--- src/rtl/autosym_pkg.sv ---
// Shared types and helpers for the autosymmetry input transform stage.
// Latency: n/a (package of types and combinational functions).
// Backpressure: n/a.
package autosym_pkg;

    localparam int N_IN_DEF  = 6;
    localparam int N_OUT_DEF = 6;

    typedef enum logic [1:0] {
        IDLE  = 2'd0,
        SWEEP = 2'd1,
        DRAIN = 2'd2
    } state_e;

    typedef logic [N_IN_DEF-1:0]  vec_t;
    typedef logic [N_OUT_DEF-1:0] yvec_t;
    typedef vec_t [N_OUT_DEF-1:0] mat_t;

    // GF(2) matrix-vector product: each output bit is the parity of x masked by its row.
    function automatic yvec_t xform(input vec_t x, input mat_t m);
        yvec_t y;
        for (int k = 0; k < N_OUT_DEF; k++) begin
            y[k] = ^(x & m[k]);
        end
        return y;
    endfunction

    // Identity row k; rows beyond the input width have no source bit and are zero.
    function automatic vec_t identity_row(input int unsigned k);
        return (k < N_IN_DEF) ? (vec_t'(1) << k) : '0;
    endfunction

endpackage

--- src/rtl/autosym_fifo.sv ---
// Synchronous first-word-fall-through FIFO, DEPTH entries of W bits.
// Latency: a word pushed at edge t is on head_dat_o from cycle t+1 when the FIFO was empty.
// Backpressure: pushes while full are ignored; head is held until popped.
// Ports: clk/rst_n; push_vld_i/push_dat_i write side; pop_i read side;
//        full_o/empty_o status; head_dat_o current head word (zero when empty).
module autosym_fifo #(
    parameter int W     = 12,
    parameter int DEPTH = 4
) (
    input  logic         clk,
    input  logic         rst_n,
    input  logic         push_vld_i,
    input  logic [W-1:0] push_dat_i,
    input  logic         pop_i,
    output logic         full_o,
    output logic         empty_o,
    output logic [W-1:0] head_dat_o
);

    localparam int AW = $clog2(DEPTH);

    logic [W-1:0] mem_q [DEPTH];
    logic [AW:0]  wr_q, wr_d;
    logic [AW:0]  rd_q, rd_d;
    logic         do_push;
    logic         do_pop;

    // Pointers carry one extra wrap bit so full and empty are distinguishable.
    assign empty_o    = (wr_q == rd_q);
    assign full_o     = (wr_q[AW] != rd_q[AW]) && (wr_q[AW-1:0] == rd_q[AW-1:0]);
    assign do_push    = push_vld_i && !full_o;
    assign do_pop     = pop_i && !empty_o;
    assign head_dat_o = empty_o ? '0 : mem_q[rd_q[AW-1:0]];

    always_comb begin
        wr_d = wr_q;
        rd_d = rd_q;
        if (do_push) wr_d = wr_q + {{AW{1'b0}}, 1'b1};
        if (do_pop)  rd_d = rd_q + {{AW{1'b0}}, 1'b1};
    end

    always_ff @(posedge clk or negedge rst_n) begin
        if (!rst_n) begin
            wr_q <= '0;
            rd_q <= '0;
        end else begin
            wr_q <= wr_d;
            rd_q <= rd_d;
        end
    end

    // Storage needs no reset: contents are only observed between push and pop.
    always_ff @(posedge clk) begin
        if (do_push) mem_q[wr_q[AW-1:0]] <= push_dat_i;
    end

endmodule

--- src/rtl/autosym_xform_stage.sv ---
// Input-side GF(2) transform stage: external vectors or an exhaustive sweep, x -> y = M*x, queued as {x,y}.
// Latency: pushed pair visible on out_* the cycle after the push edge when the queue was empty.
// Backpressure: in_ready/sweep stall on queue full only; out_* held while out_valid && !out_ready.
// Ports: in_valid/in_ready/in_x external vectors; cfg_we/cfg_row/cfg_data/cfg_err matrix programming;
//        sweep_start/sweep_busy/sweep_done sweep control; out_valid/out_ready/out_x/out_y result queue head.
module autosym_xform_stage
    import autosym_pkg::*;
#(
    parameter int N_IN  = N_IN_DEF,
    parameter int N_OUT = N_OUT_DEF,
    parameter int DEPTH = 4,
    localparam int RW   = (N_OUT > 1) ? $clog2(N_OUT) : 1
) (
    input  logic             clk,
    input  logic             rst_n,
    input  logic             in_valid,
    output logic             in_ready,
    input  logic [N_IN-1:0]  in_x,
    input  logic             cfg_we,
    input  logic [RW-1:0]    cfg_row,
    input  logic [N_IN-1:0]  cfg_data,
    output logic             cfg_err,
    input  logic             sweep_start,
    output logic             sweep_busy,
    output logic             sweep_done,
    output logic             out_valid,
    input  logic             out_ready,
    output logic [N_IN-1:0]  out_x,
    output logic [N_OUT-1:0] out_y
);

    localparam int W = N_IN + N_OUT;
    localparam logic [RW:0] N_OUT_W = (RW + 1)'(N_OUT);

    state_e                 state_q, state_d;
    logic [N_IN:0]          cnt_q, cnt_d;
    logic [N_OUT-1:0][N_IN-1:0] mat_q, mat_d;
    logic                   cfg_err_q, cfg_err_d;
    logic                   cfg_ok;
    logic                   push_vld;
    logic [N_IN-1:0]        push_x;
    logic [N_OUT-1:0]       push_y;
    logic                   fifo_full;
    logic                   fifo_empty;
    logic [W-1:0]           head_dat;

    always_comb begin
        state_d    = state_q;
        cnt_d      = cnt_q;
        push_vld   = 1'b0;
        push_x     = in_x;
        in_ready   = 1'b0;
        sweep_done = 1'b0;
        unique case (state_q)
            IDLE: begin
                in_ready = !fifo_full;
                push_vld = in_valid && !fifo_full;
                if (sweep_start) begin
                    state_d = SWEEP;
                    cnt_d   = '0;
                end
            end
            SWEEP: begin
                push_x = cnt_q[N_IN-1:0];
                if (!fifo_full) begin
                    push_vld = 1'b1;
                    cnt_d    = cnt_q + {{N_IN{1'b0}}, 1'b1};
                    if (cnt_q[N_IN-1:0] == '1) state_d = DRAIN;
                end
            end
            DRAIN: begin
                if (fifo_empty) begin
                    sweep_done = 1'b1;
                    state_d    = IDLE;
                end
            end
            default: state_d = IDLE;
        endcase
    end

    // The push uses the current matrix, so a same-cycle write only affects later pushes.
    assign push_y = xform(push_x, mat_q);

    assign cfg_ok    = (state_q == IDLE) && ({1'b0, cfg_row} < N_OUT_W);
    assign cfg_err_d = cfg_we && !cfg_ok;

    always_comb begin
        mat_d = mat_q;
        if (cfg_we && cfg_ok) mat_d[cfg_row] = cfg_data;
    end

    always_ff @(posedge clk or negedge rst_n) begin
        if (!rst_n) begin
            state_q   <= IDLE;
            cnt_q     <= '0;
            cfg_err_q <= 1'b0;
            for (int k = 0; k < N_OUT; k++) begin
                mat_q[k] <= identity_row(k);
            end
        end else begin
            state_q   <= state_d;
            cnt_q     <= cnt_d;
            cfg_err_q <= cfg_err_d;
            mat_q     <= mat_d;
        end
    end

    assign cfg_err    = cfg_err_q;
    assign sweep_busy = (state_q != IDLE);

    autosym_fifo #(
        .W     (W),
        .DEPTH (DEPTH)
    ) u_fifo (
        .clk        (clk),
        .rst_n      (rst_n),
        .push_vld_i (push_vld),
        .push_dat_i ({push_x, push_y}),
        .pop_i      (out_ready),
        .full_o     (fifo_full),
        .empty_o    (fifo_empty),
        .head_dat_o (head_dat)
    );

    assign out_valid = !fifo_empty;
    assign out_x     = head_dat[W-1:N_OUT];
    assign out_y     = head_dat[N_OUT-1:0];

endmodule

--- config.mk ---
export PLATFORM = sky130hd
export DESIGN_NAME = autosym_xform_stage
export DESIGN_NICKNAME = d
export VERILOG_FILES = /design/src/rtl/autosym_pkg.sv /design/src/rtl/autosym_fifo.sv /design/src/rtl/autosym_xform_stage.sv
export SDC_FILE = /design/constraint.sdc
export NUM_CORES = 1
export LEC_CHECK = 0
export CORE_ASPECT_RATIO = 1.2
export CORE_MARGIN = 3
export CORE_UTILIZATION = 40
export DETAILED_ROUTE_END_ITERATION = 6
export PLACE_DENSITY_LB_ADDON = 0.3
export SKIP_LAST_GASP = 1
export SLEW_MARGIN = 30
export SYNTH_ARGS = -nofsm -noshare
export SYNTH_HDL_FRONTEND = slang
export SYNTH_SLANG_ARGS = --single-unit
export TNS_END_PERCENT = 100
--- constraint.sdc ---
create_clock -name clk -period 6.5 [get_ports clk]
set_input_delay 0.975 -clock clk [delete_from_list [all_inputs] [get_ports clk]]
set_output_delay 0.975 -clock clk [all_outputs]
set_load 0.05 [all_outputs]
==> summary.txt <==
status - finished clean
Tcrit/Tclk final - 61.9%
Final Hold Fails - 0
later-pin clock latency in the skew report - 0.34 ns
Clock Tree Buf Depth - 2
Max FO, Critical Path - 17
antenna violations before repair - 0
Hold WS - 0.497 ns
Core ar. - 11,200 µm²
number of synthesized flops with an enable pin - 48
post-synthesis mux area share - 18.5%
Setup crit end - sweep_done
cell area after synthesis - 4710 µm²
largest family of logic cells by synthesized area - multiplexers
Cells after Synth - 336
H-tree depth - 3
fin util - 48.8%
initial drt markers - 67
Worst path slowest cell - dfrtp_1
#FFs+latches synth - 99
r2r worst-path depth - 4
DRT Pass-1 Iters - 6
Crit path arrival time - 3.05 ns
Routed wire per std cell - 16.1 µm
Residual DRC - 0
Slew Viols, Final - 0
clock buffer count from CTS - 9
worst r2r src - u_fifo.rd_q[0]$_DFFE_PN0P_
I/O pins - 38
worst hold path cell count - 1
Avg Cell Area, Syn - 14.0 µm²
Tot GR Track Use - 14.2%
largest net degree at the start of global routing - 52
clock skew - 0.00796 ns
die area - 13,100 µm²
Net Count, Synth - 363
gpl congestion - 0.718
max incr delay on CP - 0.90 ns
register area share after synthesis - 57.8%
delay-heaviest family, CP - flip-flops
Worst Hold Class - reg -> reg
total global routing overflow - 0
Synth Area in Compound Gates - 1.19%
Starting Density - 41.9%
max capacitance violation total - 0
hold_buf cts - 0
# resized after CTS - 0
nets - 403
fmax - 0.249 GHz
CP startpoint - u_fifo.rd_q[0]$_DFFE_PN0P_
CTS clock-pin slew for the worst setup and hold paths - 0.07 ns
antenna-violating nets left - 0
CP Launch Type - flip-flop
routed wire length - 8600 µm
asr flop ratio synth - 51.5%
first-pass GRT wire length - 14,200 µm
antenna fix cells - 0
vias per cell - 5.01
R2R Setup Slk - 3.50 ns
Synth Flop Type - edfxtp_1
Final Cell Area - 5490 µm²
Synth Area in Adders - 1.59%
root buffer cell - clkbuf_16
Clock Sink Count - 99
Setup Viol. Count Final - 0
Via Count - 2,680
post-synthesis cell type count - 38
Area Overhead vs Synth - 16.5%
Die X - 105 µm
I/O Buffers - 37
Levels on crit path - 5
share of cells above drive strength 1 - 21.8%
post-CTS setup buffers - 0
crit end category - primary output
Row Count - 42
required time of the critical path - 5.52 ns
Least-Margin Pin Slew - 0.858 ns
RR Endpoint - u_fifo.mem_q[3][4]$_DFFE_PP_
XOR/XNOR Fraction of Synth Area - 8.07%
Buf/Inv on CP - 1
Worst slew margin - 42.8%
critical path class - reg -> out
yosys warns - 0
post-DP HPWL - 6090 µm
vias in the first global route - 2,760
Cell Area, Placed - 5210 µm²
Setup TNS Final - 0 ns
RSZ-0062 raised after global routing - no
min Tclk post-route - 4.02 ns
crit-path cells - xor2_1 -> nor2_1 -> nand2_1 -> nor3b_1 -> clkdlybuf4s50_1
CTS tree - done
Die Span Y - 125 µm
Simple-Gate Fraction of Synth Area - 11.1%
synthesized netlist by cell type (all sizes together) (3+ instances only):
library cell   n  area (µm²)
xnor2         23         201
nand3          3        15.0
and2          16         100
a21oi          3        15.0
mux2          41         462
nor2           6        25.0
nor3           4        20.0
xnor3          6         135
clkbuf         3        11.3
nand2         69         259
xor2           5        43.8
inv            4        15.0
dfstp          6         158
ha             6        75.1
buf            6        52.6
mux2i         14         140
o21ai          3        15.0
edfxtp        48        1440
dfrtp         45        1130
mux4          12         270
metal layers:
metal / part of all wire [%] / GRT usage, %
met1: 41 / 16.2
met2: 55 / 25.0
met3: 2.8 / 3.37
met4: 1.5 / 6.10
met5: 0 / 0
state kept, by name, indices dropped and copies added, names as in the netlist:
name and cells:
cnt_q 6, mat_q 36, u_fifo.wr_q 3, u_fifo.rd_q 3, cfg_err 1, state_q 2
u_fifo.mem_q 48
kinds of logic (layout without fill, tap and decap cells):
logic type	count (synthesis)	count (layout)
mux	67	67
simple gates	108	108
buf+inv	13	58
flops	99	99
xor+xnor	34	34
compound gates	9	9
fa+ha+maj	6	6
cell type report:
class / count / area (µm²)
clock inverter: 7 / 52.6
inverter: 4 / 15.0
clock buffer: 9 / 225
multi-input combinational: 224 / 1910
sequential: 99 / 2730
fill: 998 / 5750
tap: 154 / 193
timing repair buffer: 38 / 373
metrics by stage:
step	instances	worst slack, ns
6_report	535	2.48
5_1_grt	535	2.13
4_1_cts	535	2.39
3_5_place_dp	519	2.78
3_3_place_gp	519	2.83
2_1_floorplan	336	2.98
layout by cell type, fill, tap and decap left out, types with 2 or more instances in the layout:
cell type / netlist / routed
mux4_2: 12 / 12
xor2_1: 5 / 5
and2_1: 16 / 16
dfstp_2: 6 / 6
clkinvlp_4: 0 / 2
ha_1: 6 / 6
xnor3_1: 6 / 6
nand3_1: 3 / 3
xnor2_1: 23 / 23
clkdlybuf4s50_1: 0 / 36
nor2_1: 5 / 5
dfrtp_1: 45 / 45
nor3_1: 4 / 4
a21oi_1: 3 / 3
edfxtp_1: 48 / 48
o21ai_0: 3 / 3
nand2_1: 69 / 69
inv_1: 3 / 3
mux2_2: 41 / 41
mux2i_1: 14 / 14
nor4_4: 2 / 2
clkbuf_16: 0 / 9
worst min path at each step:
stage,start,to,slack [ns]
2_1_floorplan,u_fifo.wr_q[2]$_DFFE_PN0P_,u_fifo.wr_q[2]$_DFFE_PN0P_,0.46
3_3_place_gp,u_fifo.wr_q[2]$_DFFE_PN0P_,u_fifo.wr_q[2]$_DFFE_PN0P_,0.48
3_5_place_dp,u_fifo.rd_q[2]$_DFFE_PN0P_,u_fifo.rd_q[2]$_DFFE_PN0P_,0.48
4_1_cts,u_fifo.rd_q[2]$_DFFE_PN0P_,u_fifo.rd_q[2]$_DFFE_PN0P_,0.50
5_1_grt,u_fifo.rd_q[2]$_DFFE_PN0P_,u_fifo.rd_q[2]$_DFFE_PN0P_,0.52
6_report,u_fifo.rd_q[2]$_DFFE_PN0P_,u_fifo.rd_q[2]$_DFFE_PN0P_,0.50
Power is not shown: default switching activity piles up to over one toggle a cycle in this logic, so the estimate is an artifact.
